<file path="config.mk">
export PLATFORM = sky130hd
export DESIGN_NAME = dram_ar_arbiter
export DESIGN_NICKNAME = d
export VERILOG_FILES = /design/src/rtl/dram_ar_arbiter.sv
export SDC_FILE = /design/constraint.sdc
export NUM_CORES = 1
export LEC_CHECK = 0
export CAP_MARGIN = 20
export CORE_MARGIN = 2
export CORE_UTILIZATION = 40
export DETAILED_ROUTE_END_ITERATION = 10
export PLACE_DENSITY_LB_ADDON = 0.3
export SLEW_MARGIN = 40
export SYNTH_ARGS = -nofsm -noshare
export SYNTH_HDL_FRONTEND = slang
export SYNTH_SLANG_ARGS = --single-unit
</file>
<file path="constraint.sdc">
create_clock -name clk -period 2.65 [get_ports clk]
set_clock_uncertainty 0.05 [all_clocks]
set_input_delay 0.53 -clock clk [delete_from_list [all_inputs] [get_ports clk]]
set_output_delay 0.53 -clock clk [all_outputs]
set_load 0.03 [all_outputs]
</file>
<file path="src/rtl/dram_ar_arbiter.sv">
// Read-address arbiter sharing the DRAM controller AR port between cache requesters.
// Fixed priority with starvation override, registered AR, in-flight read limit.
module dram_ar_arbiter #(
    parameter int NUM_REQ         = 3,
    parameter int ADDR_WIDTH      = 64,
    parameter int ID_WIDTH        = 4,
    parameter int MAX_OUTSTANDING = 8,
    parameter int STARVE_LIMIT    = 16,
    localparam int GW = (NUM_REQ > 1) ? $clog2(NUM_REQ) : 1
) (
    input  logic                          clk,
    input  logic                          rst_n,
    input  logic [NUM_REQ-1:0]            req_arvalid_i,
    input  logic [NUM_REQ*ADDR_WIDTH-1:0] req_araddr_i,
    input  logic [NUM_REQ*ID_WIDTH-1:0]   req_arid_i,
    output logic [NUM_REQ-1:0]            req_arready_o,
    output logic [ID_WIDTH-1:0]           arid_o,
    output logic [ADDR_WIDTH-1:0]         araddr_o,
    output logic                          arvalid_o,
    input  logic                          arready_i,
    input  logic                          rvalid_i,
    input  logic                          rready_i,
    input  logic                          rlast_i,
    output logic [GW-1:0]                 grant_o,
    output logic [7:0]                    outstanding_o
);

    typedef enum logic {S_IDLE, S_ISSUE} state_t;

    state_t                  state;
    state_t                  state_nxt;
    logic [7:0]              wait_cnt [NUM_REQ];
    logic [7:0]              outstanding;
    logic [GW-1:0]           winner;
    logic                    found_starved;
    logic                    found_valid;
    logic                    pick;
    logic                    ar_hs;
    logic                    r_done;
    logic [ADDR_WIDTH-1:0]   sel_addr;
    logic [ID_WIDTH-1:0]     sel_id;

    assign ar_hs         = arvalid_o & arready_i;
    assign r_done        = rvalid_i & rready_i & rlast_i;
    assign outstanding_o = outstanding;

    // A starved requester beats plain priority; lowest index wins within each class.
    always_comb begin
        winner        = '0;
        found_starved = 1'b0;
        found_valid   = 1'b0;
        for (int k = 0; k < NUM_REQ; k++) begin
            if (!found_starved && req_arvalid_i[k] &&
                wait_cnt[k] == 8'(STARVE_LIMIT)) begin
                winner        = GW'(k);
                found_starved = 1'b1;
            end
        end
        if (!found_starved) begin
            for (int k = 0; k < NUM_REQ; k++) begin
                if (!found_valid && req_arvalid_i[k]) begin
                    winner      = GW'(k);
                    found_valid = 1'b1;
                end
            end
        end
    end

    always_comb begin
        sel_addr = '0;
        sel_id   = '0;
        for (int k = 0; k < NUM_REQ; k++) begin
            if (winner == GW'(k)) begin
                sel_addr = req_araddr_i[k*ADDR_WIDTH +: ADDR_WIDTH];
                sel_id   = req_arid_i[k*ID_WIDTH +: ID_WIDTH];
            end
        end
    end

    // Gated by rst_n so no accept pulse escapes while reset is held.
    assign pick = rst_n && (state == S_IDLE) && (|req_arvalid_i) &&
                  (outstanding < 8'(MAX_OUTSTANDING));

    assign req_arready_o = pick ? (NUM_REQ'(1) << winner) : '0;

    always_comb begin
        state_nxt = state;
        unique case (state)
            S_IDLE:  if (pick)      state_nxt = S_ISSUE;
            S_ISSUE: if (arready_i) state_nxt = S_IDLE;
            default: state_nxt = S_IDLE;
        endcase
    end

    always_ff @(posedge clk or negedge rst_n) begin
        if (!rst_n) begin
            state     <= S_IDLE;
            arvalid_o <= 1'b0;
            araddr_o  <= '0;
            arid_o    <= '0;
            grant_o   <= '0;
        end else begin
            state <= state_nxt;
            if (pick) begin
                arvalid_o <= 1'b1;
                araddr_o  <= sel_addr;
                arid_o    <= sel_id;
                grant_o   <= winner;
            end else if (ar_hs) begin
                arvalid_o <= 1'b0;
            end
        end
    end

    always_ff @(posedge clk or negedge rst_n) begin
        if (!rst_n) begin
            for (int k = 0; k < NUM_REQ; k++) wait_cnt[k] <= '0;
        end else begin
            for (int k = 0; k < NUM_REQ; k++) begin
                if (!req_arvalid_i[k] || req_arready_o[k])
                    wait_cnt[k] <= '0;
                else if (wait_cnt[k] != 8'(STARVE_LIMIT))
                    wait_cnt[k] <= wait_cnt[k] + 8'd1;
            end
        end
    end

    // Simultaneous issue and retire leave the count unchanged.
    always_ff @(posedge clk or negedge rst_n) begin
        if (!rst_n) begin
            outstanding <= '0;
        end else begin
            unique case ({ar_hs, r_done})
                2'b10:   outstanding <= outstanding + 8'd1;
                2'b01:   if (outstanding != 8'd0) outstanding <= outstanding - 8'd1;
                default: outstanding <= outstanding;
            endcase
        end
    end

    a_no_underflow: assert property (@(posedge clk) disable iff (!rst_n)
        (r_done && !ar_hs) |-> (outstanding != 8'd0));

endmodule
</file>
==> results by group, run 1 <==
Setup path
  • CP Capture Type: output pin
  • Reg-to-Reg End: wait_cnt[22]
  • Worst Path Required: 2.07 ns
  • FF-to-FF setup slack: 0.11 ns
  • Startpoint class of the critical path: flop
  • Worst EP arrival: 2.19 ns
  • R2r worst-path depth: 11
  • Launch point of the worst reg-to-reg path: wait_cnt[0]
  • Worst Path Max Fanout: 4
  • Crit path kind: flop to output pin

Floorplanning
  • Core ar.: 13,800 sq um
  • Rows: 43
  • Die height: 123 um
  • Die W: 123 um
  • I/O Pins: 295
  • Initial Util: 40.7%
  • DIE AREA: 15,000 sq um

Outcome
  • Status: complete, but fails checks
  • Violated checks: negative setup slack

Timing
  • Relative slew slack: 58.8%
  • RSZ-0062 raised after global routing: yes
  • Hold Violations, Final: 0
  • Final worst path period need: 2.77 ns
  • Final WS setup: -0.121 ns
  • Actual slew at the worst max-slew pin: 0.617 ns
  • Setup violators final: 3
  • Fmax: 361 MHz
  • Fin crit share: 105%
  • Final max-slew violation count: 0

Power
  • Total Power: 8.47 mW
  • Switching portion of total power: 41.2%
  • Part of the power in combinational logic: 53.6%
  • Sequential cell fraction of total power: 30.2%
  • Power Internal: 4.98 mW
  • Leak: 4.41 nW
  • Sw Pwr: 3.48 mW
  • Clock power share: 16.1%
  • Maximum VDD drop: 0.000420 V
  • Pwr per Cell Area: 885 nW/um^2

Synth
  • Synth Area in XOR/XNOR: 3.58%
  • Post-synth ARST share: 100%
  • Count of cell types in the netlist: 46
  • Mapped Nets: 822
  • #FFs+latches synth: 104
  • Mean Syn Cell Area: 9.45 sq um
  • Gate count of the mapped netlist: 596
  • Commonest register cell after synthesis: dfrtp_1
  • Post-synthesis cell area: 5630 sq um
  • Register area share after synthesis: 46.2%
  • EDFF count, synth: 0
  • Largest family of logic cells by synthesized area: compound AO/OA/AOI/OAI gates
  • Compound-Gate Fraction of Synth Area: 17.5%
  • Post-synthesis mux area share: 8.35%
  • Ys Warns: 0
  • Simple-gate share of the synthesized area: 16.8%
  • Adder-cell share of the synthesized area: 3.02%

Route
  • Post-route ant nets: 0
  • Via count: 5,926
  • Routed WL: 20.4 mm
  • DR pass1 iterations: 4
  • # DRC: 0
  • DR vias/cell: 5.35
  • Drt initial violations: 265
  • Routed wire per std cell: 18.4 um

CTS
  • Clock root cell: clkbuf_16
  • Clock Pin Slew Worst Setup and Hold Paths: 0.07 ns
  • Cts hold-fix bufs: 0
  • CTS tree: yes
  • Total number of H-tree levels: 3
  • Clk sinks: 104
  • CTS max path bufs: 2
  • Worst-Skew Late Latency: 0.34 ns
  • TritonCTS Buffers: 9

Global route
  • Largest net degree at the start of global routing: 66
  • Initial antenna violation count: 0
  • Total Routing Usage GR: 26.4%
  • Gr ovfl total: 0
  • Global-route wire length before repair: 30.6 mm
  • Number of global-route vias before repair: 5,844

Placed design
  • Setup slack at placement: -0.346 ns
  • RePlAce Congestion: 0.882
  • IO buf count: 294
  • HPWL reported at the end of detailed placement: 15.6 mm

Layout
  • Fillers: 1,034
  • Final core utilization: 69.2%
  • Ant diodes: 0
  • Area growth syn-to-layout: 69.8%
  • Nets@finish: 1,149
  • Share of post-route cells with drive strength above 1: 11.1%

Min path
  • Hold Path Class: input port to async pin

Job
  • Max cap viols: 0
[placed cells by master (no fill, tap or decap), types with 2 or more instances in the layout]
cell type          n
a21o_1             3
a21oi_1           76
and3_1            54
buf_12             6
buf_4             54
buf_6              6
clkbuf_16          9
clkbuf_8           2
clkdlybuf4s50_1  290
clkinvlp_4         2
dfrtp_1          104
ha_1              12
inv_1             12
inv_2              3
mux2i_1           47
nand2_1           34
nand2b_1           3
nand3_1           18
nand3b_1           3
nand4bb_1          2
nor2_1            48
nor2_4             3
nor3_1             3
o211ai_1           2
o21ai_0            6
o21ai_1           49
o221ai_1          21
o31ai_1            2
xnor2_1            6
xor2_1            17
[through the flow]
| step | std cells | cell area [sq um] | setup TNS (ns) | hold WS [ns] |
|---|---|---|---|---|
| finish | 1107 | 9560 | -0.157 | 0.220 |
| global route | 1107 | 9560 | -0.401 | 0.258 |
| CTS | 1097 | 9420 | -0.255 | 0.227 |
| detailed placement | 1079 | 9060 | -2.26 | 0.430 |
| global placement | 1079 | 9060 | -0.798 | 0.413 |
| floorplan | 596 | 5630 | 0 | 0.184 |
[synth_stat cells, types with 15 or more instances]
master | count | area share, %
dfrtp_1 | 104 | 46
a21oi_1 | 76 | 6.8
and3_1 | 54 | 6.0
nor2_1 | 52 | 3.5
o21ai_1 | 49 | 4.4
mux2i_1 | 47 | 8.4
nand2_1 | 35 | 2.3
o221ai_1 | 21 | 3.3
clkbuf_1 | 19 | 1.3
nand3_1 | 18 | 1.6
xor2_1 | 17 | 2.6
buf_2 | 16 | 1.4
inv_1 | 15 | 1.0
[cell families (layout without fill, tap and decap cells)]
group,Yosys count,after routing
compound gates,170,170
fa+ha+maj,13,13
flops,104,104
xor+xnor,23,23
simple gates,184,184
mux,47,47
buf+inv,55,386
[power groups by stage]
stage	combinational, mW	sequential, mW	clock, mW
2_1_floorplan	1.20	3.66	0
3_3_place_gp	4.35	2.55	0
3_5_place_dp	4.47	2.58	0
4_1_cts	4.53	2.56	1.39
5_1_grt	4.84	2.63	1.45
6_report	4.54	2.56	1.37
[area by class of cell]
type	instances	area [sq um]	share of cell area, %
repair buffers	356	3500	36.6
multi-input cells	437	2880	30.1
flip-flops and latches	104	2600	27.2
clock buffers	11	253	2.64
well taps	180	225	2.36
inverters	15	56.3	0.589
clock inverters	4	53.8	0.563
[how the worst max path moves through the flow]
stage / from / endpoint / slack (ns) / depth (start not counted)
after global placement: req_arvalid_i[0] / req_arready_o[2] / -0.22 / 6
after floorplan: outstanding_o[6] / req_arready_o[1] / 0.06 / 5
after global routing: wait_cnt[1] / req_arready_o[0] / -0.20 / 9
after CTS: outstanding_o[6] / req_arready_o[0] / -0.15 / 7
final: wait_cnt[0] / req_arready_o[0] / -0.12 / 9
after detailed placement: rvalid_i / outstanding_o[6] / -0.35 / 11
[worst max-delay path, cell delays in order, from the launching register on]
cell and delay [ns]:
dfrtp_1 0.39, inv_1 0.06, ha_1 0.13, and4bb_2 0.28, nand2_1 0.09, buf_4 0.18
a221oi_4 0.32, a211o_1 0.22, inv_2 0.06, buf_6 0.13
[sequential cells by signal, indices dropped and copies added, names as in the netlist]
name / cells
state: 1
arvalid_o: 1
araddr_o: 64
outstanding_o: 8
grant_o: 2
wait_cnt: 24
arid_o: 4
[timing repair]
item | in CTS | in global routing
setup buffers | 3 | 10
resized for setup | 15 | 20
pin swaps | 3 | 13
endpoints found under the setup margin | 3 | 13
[routing by layer]
metal | GRT usage, % | up-vias | wire [um]
met1 | 32.7 | 2877 | 8200
met4 | 8.69 | 0 | 404
met2 | 46.8 | 229 | 10500
met3 | 4.23 | 30 | 1280
met5 | 0 | - | 0
li1 | - | 2790 | -
Note: power is estimated with default switching activity, not from simulation.
==> inputs of run 2 (changes only) <==
--- a/config.mk
+++ b/config.mk
@@ -8,6 +8,7 @@
 export CAP_MARGIN = 20
 export CORE_MARGIN = 2
 export CORE_UTILIZATION = 40
+export CTS_CLUSTER_DIAMETER = 100
 export DETAILED_ROUTE_END_ITERATION = 10
 export PLACE_DENSITY_LB_ADDON = 0.3
 export SLEW_MARGIN = 40
==> constraint.sdc (replaced) <==
create_clock -name clk -period 3.1 [get_ports clk]
set_clock_uncertainty 0.05 [all_clocks]
set_input_delay 0.62 -clock clk [delete_from_list [all_inputs] [get_ports clk]]
set_output_delay 0.62 -clock clk [all_outputs]
set_load 0.03 [all_outputs]
==> results by group, run 2 (synthesized netlist as in run 1, its figures left out) <==
Timing
  • Final max-slew violation count: 0
  • Fmax: 339 MHz
  • RSZ-0062 raised after global routing: no
  • Actual slew at the worst max-slew pin: 0.702 ns
  • Final worst path period need: 2.95 ns
  • Fin crit share: 95.1%
  • Hold Violations, Final: 0
  • Setup violators final: 0
  • Setup_tns: 0 ns
  • Relative slew slack: 53.2%

Floorplanning
  • Die height: 123 um
  • I/O Pins: 295
  • Rows: 43
  • Core ar.: 13,800 sq um
  • Die W: 123 um
  • Initial Util: 40.7%
  • DIE AREA: 15,000 sq um

CTS
  • Clock Pin Slew Worst Setup and Hold Paths: 0.07 ns
  • Post CTS Setup Buffer Count: 0
  • Worst-Skew Late Latency: 0.34 ns
  • CTS max path bufs: 2
  • Total number of H-tree levels: 3
  • Clock root cell: clkbuf_16
  • Clk sinks: 104
  • CTS tree: yes
  • Cts hold-fix bufs: 0
  • Post-CTS Resized: 0
  • TritonCTS Buffers: 9

Route
  • Routed wire per std cell: 18.4 um
  • Drt initial violations: 334
  • DR vias/cell: 5.35
  • # DRC: 0
  • Post-route ant nets: 0
  • DR pass1 iterations: 4
  • Routed WL: 19.6 mm
  • Via count: 5,688

Layout
  • Max reg flops: 64
  • Commonest non-fill, non-tap cell in the layout: clkdlybuf4s50_1
  • Nets@finish: 1,104
  • Share of post-route cells with drive strength above 1: 4.98%
  • Multi-input logic area: 2800 sq um
  • Final core utilization: 65.4%
  • Fillers: 1,101
  • Register Area: 2600 sq um
  • Commonest non-fill, non-tap cells in the layout: clkdlybuf4s50_1, dfrtp_1, a21oi_1, and3_1
  • Top reg by flops: araddr_o
  • Area growth syn-to-layout: 60.6%

Power
  • Maximum VDD drop: 0.000338 V
  • Leak: 4.14 nW
  • Pwr per Cell Area: 763 nW/um^2

Placed design
  • RePlAce Congestion: 0.908
  • HPWL reported at the end of detailed placement: 15.0 mm
  • IO buf count: 294

Min path
  • Hold Path Class: input port to async pin

Job
  • Max cap viols: 0

Outcome
  • Status: complete, no violations

Setup path
  • Worst EP arrival: 2.28 ns
  • Worst Path Required: 2.43 ns
  • R2r worst-path depth: 7
  • CP Capture Type: output pin
  • Worst Path Max Fanout: 4
  • Startpoint class of the critical path: flop
  • Crit path kind: flop to output pin

Global route
  • Gr ovfl total: 0
  • Number of global-route vias before repair: 5,575
  • Total Routing Usage GR: 24.9%
  • Initial antenna violation count: 2
  • Largest net degree at the start of global routing: 77
  • Global-route wire length before repair: 28.7 mm
[run 2: cell count changes in the layout (fill, tap and decap cells not counted), moves of 4 or more]
cell	previous run	this run
clkinv_2	0	4
buf_6	6	1
buf_12	6	2
buf_4	54	18
[run 2: metal layers]
metal / global-route usage [%] / wire length [um] / vias up
li1: - / - / 2700
met1: 30.6 / 7980 / 2696
met2: 42.4 / 9810 / 243
met3: 4.18 / 1210 / 47
met4: 11.6 / 610 / 2
met5: 0 / 15 / -
[run 2: path summary, 6_finish.rpt]
check | startpoint | endpoint | slack [ns]
max | wait_cnt[21] | req_arready_o[0] | 0.15
min | rst_n | wait_cnt[19] | 0.28
max reg2reg | wait_cnt[21] | arid_o[2] | 0.52
min reg2reg | grant_o[1] | grant_o[1] | 0.43
max in group asynchronous | rst_n | araddr_o[3] | 2.12
min in group clk | grant_o[1] | grant_o[1] | 0.43
[run 2: final cells by class]
class	instances	share of cell area (%)
clock inverters	4	0.221
diodes	1	0.0277
multi-input cells	437	31.0
clock buffers	12	2.72
well taps	180	2.49
inverters	15	0.622
flip-flops and latches	104	28.8
repair buffers	311	34.1
[run 2: power breakdown]
part	internal (mW)	leakage, nW	total, mW	switching [mW]
logic	1.56	2.68	3.64	2.08
registers	1.87	1.33	2.22	0.348
clock network	0.562	0.136	1.04	0.479
[run 2: stage by stage]
| step | setup slack (ns) | hold WS (ns) | instances | area (sq um) | total power [mW] |
|---|---|---|---|---|---|
| 2_1_floorplan | 0.416 | 0.274 | 596 | 5630 | 4.15 |
| 3_3_place_gp | 0.172 | 0.411 | 1047 | 8770 | 5.77 |
| 3_5_place_dp | -0.0928 | 0.415 | 1047 | 8770 | 5.88 |
| 4_1_cts | 0.0775 | 0.280 | 1063 | 9040 | 6.95 |
| 5_1_grt | 0.00697 | 0.303 | 1064 | 9050 | 7.28 |
| 6_report | 0.153 | 0.283 | 1064 | 9050 | 6.90 |
[run 2: worst max-delay path: stages (launching register included)]
cell	delay, ns
dfrtp_1	0.41
or4b_1	0.58
nor2_1	0.22
o22ai_4	0.13
a211o_1	0.37
inv_1	0.08
buf_4	0.15
==> inputs of run 3 (changes only) <==
--- a/config.mk
+++ b/config.mk
@@ -11,7 +11,6 @@
 export CTS_CLUSTER_DIAMETER = 100
 export DETAILED_ROUTE_END_ITERATION = 10
 export PLACE_DENSITY_LB_ADDON = 0.3
-export SLEW_MARGIN = 40
 export SYNTH_ARGS = -nofsm -noshare
 export SYNTH_HDL_FRONTEND = slang
 export SYNTH_SLANG_ARGS = --single-unit
==> results by group, run 3 (synthesized netlist as in run 1, its figures left out) <==
CTS
  • CTS max path bufs: 2
  • Clock root cell: clkbuf_16
  • Worst-Skew Late Latency: 0.34 ns
  • TritonCTS Buffers: 9
  • CTS tree: yes
  • Clock Pin Slew Worst Setup and Hold Paths: 0.07 ns
  • Clk sinks: 104
  • Cts hold-fix bufs: 0
  • Total number of H-tree levels: 3

Floorplanning
  • Die height: 123 um
  • Core ar.: 13,800 sq um
  • Die W: 123 um
  • Rows: 43
  • I/O Pins: 295
  • DIE AREA: 15,000 sq um
  • Initial Util: 40.7%

Layout
  • Commonest non-fill, non-tap cell in the layout: clkdlybuf4s50_1
  • Non-Filler Instances: 1,065
  • Final core utilization: 66.0%
  • Max reg flops: 64
  • Share of post-route cells with drive strength above 1: 5.20%
  • Top reg by flops: araddr_o
  • Design area: 9120 sq um
  • Nets@finish: 1,105
  • Commonest non-fill, non-tap cells in the layout: clkdlybuf4s50_1, dfrtp_1, a21oi_1, and3_1
  • Area growth syn-to-layout: 62.0%

Route
  • Post-route ant nets: 0
  • # DRC: 0
  • Drt initial violations: 248
  • Routed wire per std cell: 18.5 um
  • DR vias/cell: 5.34
  • Via count: 5,683
  • DR pass1 iterations: 6
  • Routed WL: 19.7 mm

Min path
  • Hold Path Class: input port to async pin

Timing
  • Actual slew at the worst max-slew pin: 0.565 ns
  • Fin crit share: 98.1%
  • Final worst path period need: 3.04 ns
  • Fmax: 329 MHz
  • Hold Violations, Final: 0
  • Setup violators final: 0
  • RSZ-0062 raised after global routing: yes
  • Relative slew slack: 62.3%
  • Final WS setup: 0.0602 ns
  • Final max-slew violation count: 0

Global route
  • Initial antenna violation count: 1
  • Largest net degree at the start of global routing: 77
  • Gr ovfl total: 0
  • Total Routing Usage GR: 25.1%
  • Global-route wire length before repair: 29.0 mm
  • Number of global-route vias before repair: 5,590

Setup path
  • Crit path kind: flop to output pin
  • Startpoint class of the critical path: flop
  • Worst Path Max Fanout: 6
  • Slowest Stage Delay on Critical Path: 0.46 ns
  • CP Capture Type: output pin
  • Worst EP arrival: 2.37 ns
  • Critical path, cell by cell: inv_1 > ha_1 > and4bb_2 > nand2_1 > a221o_1 > nor2_1 > buf_4
  • Worst Path Required: 2.43 ns
  • Slowest CP cell: dfrtp_1

Placed design
  • RePlAce Congestion: 0.908
  • DP Cell Count: 1,047
  • IO buf count: 294
  • Placed Area: 8770 sq um
  • Setup slack at placement: -0.0974 ns
  • HPWL reported at the end of detailed placement: 15.0 mm

Power
  • Leak: 4.18 nW
  • Total Power: 7.09 mW
  • Maximum VDD drop: 0.000308 V
  • Pwr per Cell Area: 777 nW/um^2

Job
  • Max cap viols: 0

Outcome
  • Status: complete, no violations
-- run 3: repair_timing --
action | 4_1_cts | 5_1_grt
setup buffers | 0 | 0
gates resized for setup | 0 | 3
setup endpoints to repair | 0 | 4
-- run 3: critical path, delay by kind of cell (launching register included) --
kind	cells	cell delay [ns]
DFF	1	0.46
adders and majority gates	1	0.14
and+or+nand+nor	3	0.72
AOI/OAI and AO/OA	1	0.41
buffers and inverters	2	0.32
-- run 3: worst paths after layout --
kind	startpoint	endpoint	slack, ns	cells after the start
setup / recovery	wait_cnt[0]	req_arready_o[2]	0.06	7
hold / removal	rst_n	wait_cnt[22]	0.18	2
setup reg to reg	wait_cnt[21]	arid_o[2]	0.53	7
hold reg to reg	grant_o[1]	grant_o[1]	0.43	1
max in group asynchronous	rst_n	araddr_o[7]	2.26	3
min in group clk	grant_o[1]	grant_o[1]	0.43	1
-- run 3: area by class of cell --
cell class / instances / area, sq um
Fill cell: 1091 / 4700
Timing Repair Buffer: 312 / 3110
Antenna cell: 1 / 2.50
Sequential cell: 104 / 2600
Clock buffer: 10 / 239
Inverter: 15 / 56.3
Clock inverter: 6 / 82.6
Tap cell: 180 / 225
Multi-Input combinational cell: 437 / 2800
-- run 3: per-layer routing --
layer	vias up	wire (um)	global-route usage, %
met2	237	9890	42.4
met1	2702	7850	31.1
met4	0	603	10.1
li1	2701	-	-
met5	-	0	0
met3	43	1400	5.72
-- run 3: where the power goes --
group          internal, mW  leakage (nW)  switching [mW]
Sequential             1.87          1.33           0.347
Combinational          1.56          2.69            2.08
Clock                 0.726         0.158           0.501
Total                  4.16          4.18            2.93
-- run 3: through the flow --
stage	setup TNS (ns)	hold slack, ns
5_1_grt	-0.000338	0.180
4_1_cts	0	0.283
2_1_floorplan	0	0.274
3_5_place_dp	-0.0974	0.415
3_3_place_gp	0	0.411
6_report	0	0.182
